### src/rtl/ds_operand_stage.sv
// Decode-stage operand collector: one instruction slot, two sources resolved through
// a priority bypass network plus writeback, captured so they hold under back-pressure.
module ds_operand_stage #(
    parameter int NUM_FWD   = 2,
    parameter int DATA_W    = 32,
    parameter int AW        = 5,
    parameter int PAYLOAD_W = 64,
    parameter int CNT_W     = 16
) (
    input  logic                      clk,
    input  logic                      reset,
    input  logic                      flush,
    input  logic                      in_valid,
    output logic                      in_allowin,
    input  logic [PAYLOAD_W-1:0]      in_payload,
    input  logic [AW-1:0]             in_raddr1,
    input  logic [AW-1:0]             in_raddr2,
    output logic [AW-1:0]             rf_raddr1,
    output logic [AW-1:0]             rf_raddr2,
    input  logic [DATA_W-1:0]         rf_rdata1,
    input  logic [DATA_W-1:0]         rf_rdata2,
    input  logic                      wb_we,
    input  logic [AW-1:0]             wb_addr,
    input  logic [DATA_W-1:0]         wb_data,
    input  logic [NUM_FWD-1:0]        fwd_valid,
    input  logic [NUM_FWD-1:0]        fwd_ready,
    input  logic [NUM_FWD*AW-1:0]     fwd_dest,
    input  logic [NUM_FWD*DATA_W-1:0] fwd_data,
    output logic                      out_valid,
    input  logic                      out_allowin,
    output logic [PAYLOAD_W-1:0]      out_payload,
    output logic [DATA_W-1:0]         out_src1,
    output logic [DATA_W-1:0]         out_src2,
    output logic [CNT_W-1:0]          stall_cnt
);

    logic                 r_slot_valid;
    logic [PAYLOAD_W-1:0] r_payload;
    logic [AW-1:0]        r_raddr1;
    logic [AW-1:0]        r_raddr2;
    logic                 r_cap_flag1;
    logic                 r_cap_flag2;
    logic [DATA_W-1:0]    r_cap_val1;
    logic [DATA_W-1:0]    r_cap_val2;
    logic [CNT_W-1:0]     r_stall_cnt;

    logic [DATA_W:0]      w_res1;
    logic [DATA_W:0]      w_res2;
    logic                 w_ok1;
    logic                 w_ok2;
    logic                 w_out_valid;
    logic                 w_out_fire;
    logic                 w_in_allowin;
    logic                 w_load;

    // Returns {resolved, value}. Channels are walked oldest-first so the youngest
    // matching channel overwrites the result; a matching not-ready channel blocks.
    function automatic logic [DATA_W:0] resolve(
        input logic [AW-1:0]             addr,
        input logic                      cap_flag,
        input logic [DATA_W-1:0]         cap_val,
        input logic [DATA_W-1:0]         rf_data,
        input logic [NUM_FWD-1:0]        fv,
        input logic [NUM_FWD-1:0]        fr,
        input logic [NUM_FWD*AW-1:0]     fd,
        input logic [NUM_FWD*DATA_W-1:0] fdat,
        input logic                      we,
        input logic [AW-1:0]             waddr,
        input logic [DATA_W-1:0]         wdata
    );
        logic [DATA_W:0] r;
        r = {1'b1, rf_data};
        if (we && waddr == addr) begin
            r = {1'b1, wdata};
        end
        for (int i = NUM_FWD - 1; i >= 0; i--) begin
            if (fv[i] && fd[i*AW +: AW] == addr) begin
                r = fr[i] ? {1'b1, fdat[i*DATA_W +: DATA_W]} : '0;
            end
        end
        if (cap_flag) begin
            r = {1'b1, cap_val};
        end
        if (addr == '0) begin
            r = {1'b1, {DATA_W{1'b0}}};
        end
        return r;
    endfunction

    assign w_res1 = resolve(r_raddr1, r_cap_flag1, r_cap_val1, rf_rdata1, fwd_valid, fwd_ready,
                            fwd_dest, fwd_data, wb_we, wb_addr, wb_data);
    assign w_res2 = resolve(r_raddr2, r_cap_flag2, r_cap_val2, rf_rdata2, fwd_valid, fwd_ready,
                            fwd_dest, fwd_data, wb_we, wb_addr, wb_data);

    assign w_ok1        = w_res1[DATA_W];
    assign w_ok2        = w_res2[DATA_W];
    assign w_out_valid  = r_slot_valid & w_ok1 & w_ok2 & ~flush;
    assign w_out_fire   = w_out_valid & out_allowin;
    assign w_in_allowin = ~r_slot_valid | w_out_fire;
    assign w_load       = in_valid & w_in_allowin & ~flush;

    always_ff @(posedge clk) begin
        if (reset) begin
            r_slot_valid <= 1'b0;
            r_payload    <= '0;
            r_raddr1     <= '0;
            r_raddr2     <= '0;
            r_cap_flag1  <= 1'b0;
            r_cap_flag2  <= 1'b0;
            r_cap_val1   <= '0;
            r_cap_val2   <= '0;
            r_stall_cnt  <= '0;
        end else if (flush) begin
            r_slot_valid <= 1'b0;
            r_cap_flag1  <= 1'b0;
            r_cap_flag2  <= 1'b0;
        end else begin
            if (w_load) begin
                r_slot_valid <= 1'b1;
                r_payload    <= in_payload;
                r_raddr1     <= in_raddr1;
                r_raddr2     <= in_raddr2;
                r_cap_flag1  <= 1'b0;
                r_cap_flag2  <= 1'b0;
            end else if (w_out_fire) begin
                r_slot_valid <= 1'b0;
            end else if (r_slot_valid) begin
                // Freeze operands as soon as they resolve so later bypass changes cannot disturb them.
                if (w_ok1 && !r_cap_flag1) begin
                    r_cap_flag1 <= 1'b1;
                    r_cap_val1  <= w_res1[DATA_W-1:0];
                end
                if (w_ok2 && !r_cap_flag2) begin
                    r_cap_flag2 <= 1'b1;
                    r_cap_val2  <= w_res2[DATA_W-1:0];
                end
            end
            if (r_slot_valid && !(w_ok1 && w_ok2) && r_stall_cnt != '1) begin
                r_stall_cnt <= r_stall_cnt + CNT_W'(1);
            end
        end
    end

    assign in_allowin  = w_in_allowin;
    assign out_valid   = w_out_valid;
    assign out_payload = r_payload;
    assign out_src1    = w_res1[DATA_W-1:0];
    assign out_src2    = w_res2[DATA_W-1:0];
    assign rf_raddr1   = r_raddr1;
    assign rf_raddr2   = r_raddr2;
    assign stall_cnt   = r_stall_cnt;

endmodule

### config.mk
export PLATFORM = sky130hd
export DESIGN_NAME = ds_operand_stage
export DESIGN_NICKNAME = d
export VERILOG_FILES = /design/src/rtl/ds_operand_stage.sv
export SDC_FILE = /design/constraint.sdc
export NUM_CORES = 1
export LEC_CHECK = 0
export BUFFER_PORTS_ARGS = -buffer_cell sky130_fd_sc_hd__buf_2
export CAP_MARGIN = 0
export CORE_AREA = 2 2 162 164
export CTS_BUF_LIST = sky130_fd_sc_hd__clkbuf_8
export DETAILED_ROUTE_END_ITERATION = 10
export DIE_AREA = 0 0 164 166
export PLACE_DENSITY = 0.72
export SYNTH_ARGS = -nofsm -noshare
export SYNTH_HDL_FRONTEND = slang
export SYNTH_SLANG_ARGS = --single-unit
### constraint.sdc
create_clock -name clk -period 3.6 [get_ports clk]
set_input_delay 0.18 -clock clk [delete_from_list [all_inputs] [get_ports clk]]
set_output_delay 0.18 -clock clk [all_outputs]
set_load 0.01 [all_outputs]
==> summary.txt <==
Timing
  – Fin. Hold Viols: 0
  – Worst relative slew slack: 0.243
  – Period utilization: 0.941
  – Clk_skew: 0.0211 ns
  – F_max: 295 MHz
  – Max-slew violations: 0
  – RSZ-0062 raised after global routing: false
  – Slew @ Worst Pin: 1.13 ns
  – Final min period: 3.39 ns
  – Setup tns final: 0 ns
  – # setup viols final: 0
  – Worst setup margin: 0.214 ns

Floorplan
  – Top Ports: 415
  – Initial cell density of the core: 0.403
  – Row count: 59
  – Die span in y: 166 um
  – Die footprint: 27200 um2
  – Core Region: 25600 um2
  – Die width: 164 um

Placed design
  – Place WS: 0.370 ns
  – IO Port Bufs: 414
  – Post-DP HPWL: 27.6 mm
  – Placed Area: 12600 um2
  – RePlAce Congestion: 0.964

Worst setup path
  – Worst R2R End: r_cap_val2[31]
  – Endpoint class of the critical path: primary output
  – Worst reg-to-reg path cell count: 7
  – Setup crit start: rf_raddr2[1]
  – CP arrival: 3.21 ns
  – Crit-path max FO: 15
  – Worst r2r src: rf_raddr2[3]
  – Startpoint Class: register
  – Crit Path Class: reg -> out
  – CP peak stage delay: 0.68 ns
  – Cell Chain, Critical Path: xor2_1 > nor4_1 > and3_4 > buf_12 > mux2i_1 > nand2_1 > a311oi_1 > nor2_1 > buf_2
  – Required @ worst endpoint: 3.42 ns
  – R2R setup slack: 0.45 ns
  – Slowest CP cell: a311oi_1

Job
  – Max-cap viol count: 0

Layout
  – Nets: 1983
  – # diodes: 0
  – Post-layout util: 0.539
  – Ratio of cells with drive above 1 in the final layout: 0.326
  – Final Cell Area: 13800 um2
  – Synthesis-to-layout area growth: 33.8%

Power
  – PwrDens: 315 nW/um2
  – Leakage: 6.06 nW
  – Overall power: 0.00434 W
  – Peak supply drop: 0.213 mV

Synth
  – Top FF cell, synth: dfxtp_1
  – Cells after Synth: 1312
  – Yosys reg bits: 157
  – Syn Area/Cell: 7.86 um2
  – Register area share after synthesis: 0.305
  – Post-synth EDFFs: 0
  – Asr flop ratio synth: 0
  – Synth warn: 0
  – Net Count, Synth: 1572
  – Synth cell types: 47
  – Mapped cell area: 10300 um2

Clock network
  – Clock transition time at the flip-flop clock pins of the worst setup and hold paths: 0.09 ns
  – Sink Count: 157
  – CTS Buf Count: 17
  – CTS tree: yes
  – Clock Path Buffers: 2
  – Clock latency on the worst-skew pair: 0.46 ns
  – Root buf cell: clkbuf_8
  – Deepest level of the CTS H-tree: 4

Hold path
  – Hold Crit Start: in_raddr2[0]
  – Worst hold stages: 3
  – Worst Hold Class: in -> reg
  – Hold Path End: rf_raddr2[0]

Global route
  – Gr usage total: 0.283
  – Global route overflow: 0
  – Vias in the first global route: 11100
  – Initial antenna violation count: 1
  – Pin count of the biggest net entering global routing: 122
  – Global-route wire length before repair: 60.8 mm

Detailed routing
  – Via count: 11700
  – TritonRoute pass-1 iters: 5
  – WL/cell: 19.4 um
  – Routed WL: 40.2 mm
  – Antenna-violating nets left: 0
  – Residual DRC: 0
  – 1st-iter DRT viols: 967
  – DR vias/cell: 5.63

Outcome
  – Outcome: complete, no violations
-- cell usage after synthesis, drive strengths merged (13+ instances only) --
cell	n	area [um2]
a21oi	13	65.1
nor2	107	402
clkbuf	97	364
mux2i	140	1430
xor2	26	228
o211ai	32	240
nor2b	36	225
o21ai	35	175
o41ai	36	541
nor3	37	185
dfxtp	157	3140
buf	34	234
a311oi	64	561
nand2	386	1450
o32ai	34	523
-- sequential cells by signal, indices dropped and copies added, names as in the netlist --
name and cells:
out_payload 64, r_slot_valid 1, stall_cnt 16, rf_raddr2 5
r_cap_flag1 1, r_cap_val2 32, rf_raddr1 5, r_cap_val1 32
r_cap_flag2 1
-- layout make-up --
class	count	area, um2
Inverter	4	20.0
Sequential cell	157	3150
Timing Repair Buffer	523	3180
Multi-Input combinational cell	1020	6630
Tap cell	335	419
Fill cell	2359	11800
Clock buffer	18	248
Clock inverter	14	163
-- routing by layer --
| layer | up-vias | GRT usage | routed length (um) |
|---|---|---|---|
| li1 | 5469 | - | - |
| met1 | 5514 | 0.350 | 16100 |
| met2 | 589 | 0.479 | 19700 |
| met3 | 80 | 0.0629 | 3150 |
| met4 | 0 | 0.106 | 1230 |
| met5 | - | 0 | 0 |
-- cells by family after synthesis --
| kind of cell | share of synthesized area |
|---|---|
| XOR/XNOR | 0.0255 |
| flip-flops | 0.305 |
| multiplexers | 0.140 |
| AO/OA/AOI/OAI | 0.218 |
| buffers and inverters | 0.0594 |
| AND/OR/NAND/NOR | 0.251 |
| adder cells (fa/ha/maj) | 0.00121 |
-- how the worst max path moves through the flow --
stage / endpoint / cells after the start / slack [ns]
floorplan: out_src2[10] / 10 / 1.12
global placement: out_src2[16] / 9 / 0.41
detailed placement: out_src2[11] / 9 / 0.37
CTS: out_src2[11] / 9 / 0.02
global route: out_src1[7] / 9 / 0.07
finish: out_src2[29] / 9 / 0.21
-- through the flow --
step | cells | hold slack (ns)
floorplan | 1312 | 0.297
global placement | 1959 | 0.419
detailed placement | 1959 | 0.433
CTS | 2065 | 0.0206
global route | 2071 | 0.0448
finish | 2071 | 0.0676
-- power by group --
part           internal [W]  switching [W]
Sequential          0.00179      0.0000380
Combinational      0.000458       0.000677
Clock              0.000549       0.000835
-- critical path: cells and delay by family (launching register included) --
kind / cells / cell delay [ns]
and+or+nand+nor: 4 / 0.88
xor gates and xnor gates: 1 / 0.11
DFF: 1 / 0.53
muxes: 1 / 0.20
buffers and inverters: 2 / 0.36
AOI/OAI and AO/OA: 1 / 0.68
-- timing repair --
| action | in CTS | in global routing |
|---|---|---|
| hold buffers | 74 | 0 |
| setup buffers | 0 | 6 |
| gates resized for setup | 1 | 4 |
| pin swaps | 0 | 1 |
| endpoints found under the hold margin | 74 | 0 |
| cloned | 0 | 0 |
| setup endpoints to repair | 4 | 9 |
-- cell usage in the layout, fill, tap and decap left out, types with 5 or more instances in the layout --
cell	Yosys	routed
nor2b_1	36	35
nor3_1	37	37
mux2i_1	138	138
a21oi_1	13	12
a311oi_1	64	60
o41ai_2	30	30
and3_1	7	5
clkbuf_8	0	18
dfxtp_1	157	155
inv_6	0	5
buf_4	7	27
o21ai_0	32	32
xor2_1	26	26
nand2_1	386	386
o31ai_1	7	7
o41ai_1	6	6
nor2_1	107	106
o32ai_2	30	30
nand4_1	5	5
or4_1	8	8
buf_2	16	414
nand3_1	6	5
or2_2	5	5
dlygate4sd3_1	0	74
buf_12	0	8
o211ai_1	32	32
Power figures use the tool's default switching activity.
